**src/rtl/processor_pc.sv**
```systemverilog
`default_nettype none
// ============================================================================
// Module   : processor_pc
// Purpose  : Program counter sequencer: increment, branch load, or halt-freeze.
// Revision : 1.0 - initial release
// ============================================================================
module processor_pc #(
    parameter int PC_W     = 10,
    parameter int RESET_PC = 0,
    parameter int PC_INC   = 1
) (
    input  logic            clk,
    input  logic            rst,
    input  logic [PC_W-1:0] BADR,
    input  logic            hlt,
    input  logic            bra,
    output logic [PC_W-1:0] PC,
    output logic            halted
);

    localparam logic [PC_W-1:0] C_RESET_PC = PC_W'(RESET_PC);
    localparam logic [PC_W-1:0] C_PC_INC   = PC_W'(PC_INC);

    typedef enum logic [0:0] {
        ST_RUN  = 1'b0,
        ST_HALT = 1'b1
    } state_t;

    state_t          state_q, state_d;
    logic [PC_W-1:0] pc_q, pc_d;

    always_ff @(posedge clk or negedge rst) begin
        if (!rst) begin
            state_q <= ST_RUN;
            pc_q    <= C_RESET_PC;
        end else begin
            state_q <= state_d;
            pc_q    <= pc_d;
        end
    end

    // Halt outranks branch; leaving HALT updates PC on the same edge.
    always_comb begin
        state_d = state_q;
        pc_d    = pc_q;
        if (hlt) begin
            state_d = ST_HALT;
        end else begin
            state_d = ST_RUN;
            if (bra) begin
                pc_d = BADR;
            end else begin
                pc_d = pc_q + C_PC_INC;
            end
        end
    end

    assign PC     = pc_q;
    assign halted = (state_q == ST_HALT);

endmodule
`default_nettype wire

```
**config.mk**
```make
export PLATFORM = sky130hd
export DESIGN_NAME = processor_pc
export DESIGN_NICKNAME = d
export VERILOG_FILES = /design/src/rtl/processor_pc.sv
export SDC_FILE = /design/constraint.sdc
export NUM_CORES = 1
export LEC_CHECK = 0
export BUFFER_PORTS_ARGS = -buffer_cell sky130_fd_sc_hd__buf_2
export CAP_MARGIN = 20
export CORE_UTILIZATION = 40
export CTS_BUF_LIST = sky130_fd_sc_hd__clkbuf_8
export DETAILED_ROUTE_END_ITERATION = 8
export GPL_ROUTABILITY_DRIVEN = 0
export HOLD_SLACK_MARGIN = 0.06
export PLACE_DENSITY = 0.67
export SLEW_MARGIN = 10
export SYNTH_ARGS = -nofsm -noshare
export SYNTH_HDL_FRONTEND = slang
export SYNTH_SLANG_ARGS = --single-unit
```
**constraint.sdc**
```tcl
create_clock -name clk -period 2.5 [get_ports clk]
set_input_delay 0.125 -clock clk [delete_from_list [all_inputs] [get_ports clk]]
set_output_delay 0.125 -clock clk [all_outputs]
set_load 0.05 [all_outputs]
```
# Word level (Yosys, flattened, before mapping)
# Index checks and enable logic that the tools add are counted.
dict set report classes {
  muxes 2
  n_addsub 1
}
# operator count
set ops {}
lappend ops {{$add 10x1->10 const B} 1}
lappend ops {{$mux 10} 1}
lappend ops {{$mux 1} 1}
dict set report totals {
  regBits 11
  word_cells 5
  in_bits 14
}

# Depth between registers and ports, before layout
# Gate-level depths: netlist of the first run.
dict set report logic_depth {
  word_depth 2
  ltp_mapped 5
}

# Least setup slack after synthesis of the first run
# No wires, ideal clock.
dict set report synth_timing {
  path_type {flip-flop to flip-flop}
  from {register pc_q[2] (netlist: PC[2])}
  to {register pc_q[9] (netlist: PC[9])}
  path_slack_ns 0.821
  setup_time_ns 0.122
  arrival_time_ns 1.558
  period_less_slack_ns 1.679
  stages_incl_launch_ff 5
  required_time_ns 2.378
  cell_sequence {dfrtp_1 and4_4 or3b_1 mux2i_1 nand2_1}
}
dict set report synth_via {
  elab_chain_cells 2
}
# element line
set synth_lines {}
lappend synth_lines {{start, declared} 30} ;# logic [PC_W-1:0] pc_q, pc_d;
lappend synth_lines {{start signal, assigned} 38} ;# pc_q <= pc_d;
lappend synth_lines {{$add 10x1->10} 53} ;# pc_d = pc_q + C_PC_INC;
lappend synth_lines {{$mux 10} 50} ;# if (bra) begin
# Every way passes these cells.
# A chain may end at the register's enable or synchronous reset.

# Final worst setup path of the first run
dict set report layout_timing {
  from {register pc_q[0] (netlist: PC[0])}
  to {register pc_q[9] (netlist: PC[9])}
}
# Same word-level chain as after synthesis.

==> flow_metrics.env, run 1 <==
export IMPL_die_x_um=42.7
export IMPL_worst_pin_slew_ns=0.359
export IMPL_whs_path_depth=3
export IMPL_synth_flop_cell="dfrtp_1"
export IMPL_ir_drop_uv=573
export IMPL_post_route_cells_drive_above_1_share_pct=30.3
export IMPL_p_sw_share_pct=41.5
export IMPL_ioPinCount=25
export IMPL_initial_utilization_pct=43.5
export IMPL_cp_top_family="simple AND/OR/NAND/NOR gates"
export IMPL_endpoint_kind="register"
export IMPL_reg2reg_slack_ns=1.08
export IMPL_combPwrFrac_pct=34.4
export IMPL_rsz0062_at_grt="false"
export IMPL_synth_edf_count=0
export IMPL_postCtsHoldBufs=1
export IMPL_synth_top_area_share_pct=41.5
export IMPL_diodes=0
export IMPL_slew_viol_final=0
export IMPL_multi_input_area_um2=364
export IMPL_r2r_start="PC[0]$_DFFE_PN0N_"
export IMPL_clk_pin_slew_ns=0.05
export IMPL_dieArea_um2=1820
export IMPL_reg2regPathDepth=4
export IMPL_p_clk_share_pct=26.7
export IMPL_period_minus_slack_ns=1.42
export IMPL_fin_ws_ns=1.08
export IMPL_grt_total_usage_pct=17.5
export IMPL_syn_inst=75
export IMPL_ys_ff_latch=11
export IMPL_crit_buf_inv=0
export IMPL_cpPeakStageDelay_ns=0.44
export IMPL_hold_path_startpoint="BADR[7]"
export IMPL_cts_sinks=11
export IMPL_antenna_found_initial=0
export IMPL_finalSetupTns_ns=0
export IMPL_worstPathCellList="and4_4 -> or3b_1 -> mux2i_1 -> nand2_1"
export IMPL_finClkSkew_ns=0.00188
export IMPL_avgSynthCellArea_um2=8.84
export IMPL_regArea_um2=275
export IMPL_root_buffer="clkbuf_8"
export IMPL_worst_setup_path_start_kind="register"
export IMPL_finalSetupViolCount=0
export IMPL_power_mw=0.650
export IMPL_maxSlewHeadroom_pct=76.0
export IMPL_seq_area_frac_synth_pct=41.5
export IMPL_htreeDepth=1
export IMPL_cts_max_path_buffers=2
export IMPL_vias=616
export IMPL_p_per_area_nw_per_um2=775
export IMPL_cp_arrival_ns=1.54
export IMPL_finalHoldViolations=0
export IMPL_core_area_um2=1520
export IMPL_overflow=0
export IMPL_io_buffers=24
export IMPL_cts_resized=0
export IMPL_grt_pass1_vias=538
export IMPL_wire_per_inst_um=12.0
export IMPL_drc_errors=0
export IMPL_layout_nets=115
export IMPL_grt_max_degree=23
export IMPL_post_route_period_util_pct=56.7
export IMPL_crit_required_ns=2.62
export IMPL_reg2reg_to="PC[9]$_DFFE_PN0N_"
export IMPL_numCtsBuffers=3
export IMPL_synthTopCellsByArea="dfrtp_1 (42%), mux2i_1 (6.0%), a22oi_1 (5.7%), nor3_1 (5.3%), o21ai_0 (5.3%)"
export IMPL_hold_class="input pin to register"
export IMPL_yosys_warnings=0
export IMPL_maxCapViolCount=0
export IMPL_synth_area_leader_cell="dfrtp_1"
export IMPL_place_ws_ns=1.13
export IMPL_p_seq_share_pct=39.0
export IMPL_p_int_mw=0.380
export IMPL_fin_util_pct=55.0
export IMPL_post_cts_setup_buffer_count=0
export IMPL_synth_cell_types=24
export IMPL_p_switching_mw=0.270
export IMPL_fmaxAchievable_ghz=0.706
export IMPL_grt_pass1_wl_um=2400
export IMPL_area_growth_pct=26.4
export IMPL_cellLeakagePower_nw=0.392
export IMPL_crit_path_max_fanout=7
export IMPL_crit_slowest_cell="dfrtp_1"
export IMPL_clkLatencyLatePin_ns=0.23
export IMPL_die_height_um=42.7
export IMPL_row_count=14
export IMPL_ant_nets=0
export IMPL_cts_tree="done"
export IMPL_hold_ws_ns=0.113
export IMPL_postSynthNetCount=90
export IMPL_outcome="finished, final reports clean"
export IMPL_routed_wl_um=1380
export IMPL_min_to="PC[7]$_DFFE_PN0N_"
export IMPL_dr_pass1_iters=4
export IMPL_synth_async_reset_ratio_pct=100
export IMPL_syn_area_um2=663
export IMPL_crit_type="register to register"
export IMPL_nFillCells=148
export IMPL_drtIter0Drc=16
export IMPL_viasPerCell=5.36
## layout by cell type, fill, tap and decap left out
cell type | netlist | final
or3b_1 | 1 | 1
nor2_1 | 4 | 4
nand4_1 | 1 | 1
clkbuf_8 | 0 | 3
nand2_1 | 9 | 9
and4_4 | 1 | 1
dfrtp_1 | 11 | 11
inv_1 | 1 | 2
nand4_4 | 1 | 1
nor3b_1 | 1 | 1
ha_1 | 1 | 1
buf_2 | 1 | 24
dlygate4sd3_1 | 0 | 1
nor2b_1 | 3 | 3
nand2b_1 | 1 | 1
mux2i_1 | 4 | 4
a31oi_1 | 2 | 2
nand3_1 | 2 | 2
mux2_2 | 1 | 1
o311ai_0 | 1 | 1
a21oi_1 | 5 | 5
nor3_1 | 7 | 7
o21ai_0 | 7 | 7
and2b_1 | 1 | 1
a22oi_1 | 5 | 5
## worst max-delay path by stage
| stage | start | slack, ns | depth (start not counted) | to |
|---|---|---|---|---|
| 4_1_cts | PC[0]$_DFFE_PN0N_ | 1.09 | 4 | PC[9]$_DFFE_PN0N_ |
| 3_3_place_gp | PC[0]$_DFFE_PN0N_ | 1.14 | 4 | PC[9]$_DFFE_PN0N_ |
| 2_1_floorplan | PC[2]$_DFFE_PN0N_ | 0.82 | 4 | PC[9]$_DFFE_PN0N_ |
| 3_5_place_dp | PC[0]$_DFFE_PN0N_ | 1.13 | 4 | PC[9]$_DFFE_PN0N_ |
| 6_report | PC[0]$_DFFE_PN0N_ | 1.08 | 4 | PC[9]$_DFFE_PN0N_ |
| 5_1_grt | PC[2]$_DFFE_PN0N_ | 0.97 | 4 | PC[9]$_DFFE_PN0N_ |
## kinds of logic (layout without fill, tap and decap cells)
| logic type | after synthesis | in the layout | synth area share, % |
|---|---|---|---|
| compound gates | 20 | 20 | 17.9 |
| fa+ha+maj | 1 | 1 | 1.89 |
| buf+inv | 6 | 30 | 3.58 |
| flops | 11 | 11 | 41.5 |
| mux | 5 | 5 | 7.74 |
| simple gates | 32 | 32 | 27.4 |
## synth_stat cells (2+ instances only)
| library cell | instances |
|---|---|
| o21ai_0 | 7 |
| a22oi_1 | 5 |
| dfrtp_1 | 11 |
| a31oi_1 | 2 |
| nand2_1 | 9 |
| mux2i_1 | 4 |
| nor2b_1 | 3 |
| nor2_1 | 4 |
| nor3_1 | 7 |
| a21oi_1 | 5 |
| nand3_1 | 2 |
| clkbuf_1 | 4 |
## power by group through the flow
stage	Sequential [mW]	Clock, mW	Combinational [mW]
detailed placement	0.256	0	0.223
global route	0.261	0.190	0.241
CTS	0.253	0.180	0.225
finish	0.253	0.173	0.223
global placement	0.254	0	0.222
floorplan	0.347	0	0.0740
## layer usage
metal	GRT usage (%)	part of all wire [%]	up-vias
li1	-	-	323
met1	23.0	51	281
met2	27.3	45	10
met4	5.63	1.1	0
met3	5.53	3.0	2
met5	0	0	-
## worst register-to-register path: cells and delay by family, from the launching register on
family	cells	cell delay [ns]
flip-flops	1	0.44
AND/OR/NAND/NOR	3	0.70
multiplexers	1	0.17
## cell type report
type                       count  area share (%)
tap                           16            2.39
sequential                    11            32.8
timing repair buffer          25            15.5
clock buffer                   3            4.93
multi-input combinational     58            43.4
inverter                       1           0.448
clock inverter                 1           0.448
## state kept, by name, indices dropped and copies added, names as in the netlist
| register | count |
|---|---|
| halted | 1 |
| PC | 10 |
## per-stage QoR
stage | cells | area, µm²
2_1_floorplan | 75 | 663
4_1_cts | 115 | 838
6_report | 115 | 838
3_5_place_dp | 110 | 783
3_3_place_gp | 110 | 783
5_1_grt | 115 | 838
No activity file was read; power rests on OpenSTA's default activity.
==> run 2, diff against run 1 <==
==> constraint.sdc (replaced) <==
create_clock -name clk -period 1.4 [get_ports clk]
set_input_delay 0.07 -clock clk [delete_from_list [all_inputs] [get_ports clk]]
set_output_delay 0.07 -clock clk [all_outputs]
set_load 0.05 [all_outputs]
==> run 2 against run 1 <==
  * Worst setup slack worse by 1.0 ns
  * Cell area is 8.1% higher
  * First-iteration DRC count is 31% lower
  * Critical path type unchanged
  * Largest cell class unchanged
  * Highest routed layer unchanged
==> flow_metrics.env, run 2 (same netlist as run 1, synthesis figures left out) <==
export IMPL_maxSlewHeadroom_pct=74.8
export IMPL_io_buffers=24
export IMPL_drc_errors=0
export IMPL_largest_reg_flops=10
export IMPL_finalHoldViolations=0
export IMPL_die_x_um=42.7
export IMPL_cts_tree="done"
export IMPL_cts_sinks=11
export IMPL_layout_nets=121
export IMPL_p_seq_share_pct=37.2
export IMPL_combPwrFrac_pct=36.6
export IMPL_worstPathCellList="and4_4 -> or3b_4 -> mux2i_1 -> nand2_1"
export IMPL_antenna_found_initial=0
export IMPL_hpwlAfterDp_um=1050
export IMPL_grt_pass1_wl_um=2660
export IMPL_fmaxAchievable_ghz=0.741
export IMPL_htreeDepth=1
export IMPL_worst_setup_path_start_kind="register"
export IMPL_root_buffer="clkbuf_8"
export IMPL_initial_utilization_pct=43.5
export IMPL_cpPeakStageDelay_ns=0.41
export IMPL_cts_max_path_buffers=2
export IMPL_maxCapViolCount=0
export IMPL_clk_pin_slew_ns=0.06
export IMPL_ant_nets=0
export IMPL_rsz0062_at_grt="true"
export IMPL_p_sw_share_pct=41.3
export IMPL_grt_pass1_vias=601
export IMPL_p_per_area_nw_per_um2=1330
export IMPL_period_minus_slack_ns=1.35
export IMPL_finClkSkew_ns=0.00500
export IMPL_endpoint_kind="register"
export IMPL_power_mw=1.21
export IMPL_cp_arrival_ns=1.46
export IMPL_vias=626
export IMPL_finalSetupViolCount=0
export IMPL_post_route_period_util_pct=96.4
export IMPL_area_growth_pct=36.6
export IMPL_numCtsBuffers=3
export IMPL_dpl_instance_area_um2=808
export IMPL_die_height_um=42.7
export IMPL_core_area_um2=1520
export IMPL_viasPerCell=5.17
export IMPL_p_int_mw=0.709
export IMPL_overflow=0
export IMPL_p_clk_share_pct=26.2
export IMPL_crit_path_max_fanout=7
export IMPL_post_route_cells_drive_above_1_share_pct=41.0
export IMPL_r2r_start="PC[0]$_DFFE_PN0N_"
export IMPL_ir_drop_uv=820
export IMPL_crit_type="register to register"
export IMPL_final_cell_mix="buf_2 (24), nand2_1 (9), dfrtp_2 (8)"
export IMPL_outcome="finished, final reports clean"
export IMPL_wire_per_inst_um=12.4
export IMPL_ioPinCount=25
export IMPL_dr_pass1_iters=3
export IMPL_hold_path_startpoint="BADR[4]"
export IMPL_cellLeakagePower_nw=0.414
export IMPL_final_common_cell="buf_2"
export IMPL_row_count=14
export IMPL_dieArea_um2=1820
export IMPL_clkLatencyLatePin_ns=0.24
export IMPL_crit_start="PC[0]$_DFFE_PN0N_"
export IMPL_crit_required_ns=1.51
export IMPL_grt_max_degree=23
export IMPL_worst_pin_slew_ns=0.378
export IMPL_fin_area_um2=906
export IMPL_routed_wl_um=1500
export IMPL_nFillCells=151
export IMPL_diodes=0
export IMPL_hold_class="input pin to register"
export IMPL_drtIter0Drc=11
export IMPL_slew_viol_final=0
export IMPL_p_switching_mw=0.498
export IMPL_grt_total_usage_pct=18.9
export IMPL_crit_slowest_cell="dfrtp_2"
==> run 2: changes by cell type in the layout (fill, tap and decap cells not counted), sizes merged <==
cell and change:
buf +3, dlygate4sd3 +3
==> run 2: layout make-up <==
| type | instances | area [µm²] | area share (%) |
|---|---|---|---|
| clock buffers | 3 | 41.3 | 4.56 |
| flip-flops and latches | 11 | 285 | 31.5 |
| multi-input cells | 58 | 369 | 40.7 |
| repair buffers | 31 | 183 | 20.2 |
| clock inverters | 1 | 3.75 | 0.414 |
| well taps | 16 | 20.0 | 2.21 |
| inverters | 1 | 3.75 | 0.414 |
==> run 2: timing repair <==
| action | 4_1_cts | 5_1_grt |
|---|---|---|
| resized for setup | 0 | 3 |
| endpoints found under the setup margin | 0 | 3 |
| endpoints found under the hold margin | 14 | 0 |
| buffers inserted | 0 | 1 |
| hold buffers | 4 | 0 |
==> run 2: routing by layer <==
metal / track usage [%] / up-vias / part of all wire, %
met1: 27.5 / 279 / 49
met4: 7.50 / 0 / 0.60
met3: 2.98 / 2 / 3.9
li1: - / 334 / -
met2: 27.9 / 11 / 47
met5: 0 / - / 0
==> run 2: power groups by stage <==
stage	clock network, mW	logic [mW]	registers (mW)
2_1_floorplan	0	0.135	0.629
3_3_place_gp	0	0.427	0.450
3_5_place_dp	0	0.430	0.453
4_1_cts	0.324	0.440	0.448
5_1_grt	0.338	0.477	0.461
6_report	0.316	0.442	0.449
==> run 2: stage by stage <==
step	utilization [%]	hold WS (ns)	worst slack [ns]	TNS, ns	std cells
6_report	59.4	0.0766	0.0503	0	121
4_1_cts	58.6	0.0703	0.0320	0	120
3_3_place_gp	53.0	-0.0452	0.0840	0	112
2_1_floorplan	-	-0.226	-0.0908	-0.0908	75
3_5_place_dp	53.0	-0.0412	0.0404	0	112
5_1_grt	59.4	0.0890	-0.0248	-0.0357	121
==> run 2: path summary, 6_finish.rpt <==
| kind | to | slack, ns | cells after the start |
|---|---|---|---|
| hold / removal | PC[4]$_DFFE_PN0N_ | 0.08 | 3 |
| hold reg to reg | PC[1]$_DFFE_PN0N_ | 0.56 | 2 |
| max in group asynchronous | PC[3]$_DFFE_PN0N_ | 0.94 | 2 |
| min in group asynchronous | PC[7]$_DFFE_PN0N_ | 0.23 | 2 |
| setup reg to reg | PC[9]$_DFFE_PN0N_ | 0.05 | 4 |
| setup / recovery | PC[9]$_DFFE_PN0N_ | 0.05 | 4 |
==> run 2: worst max-delay path, delay by kind of cell (launching register included) <==
family,cells,cell delay [ns]
and+or+nand+nor,3,0.67
DFF,1,0.41
muxes,1,0.16
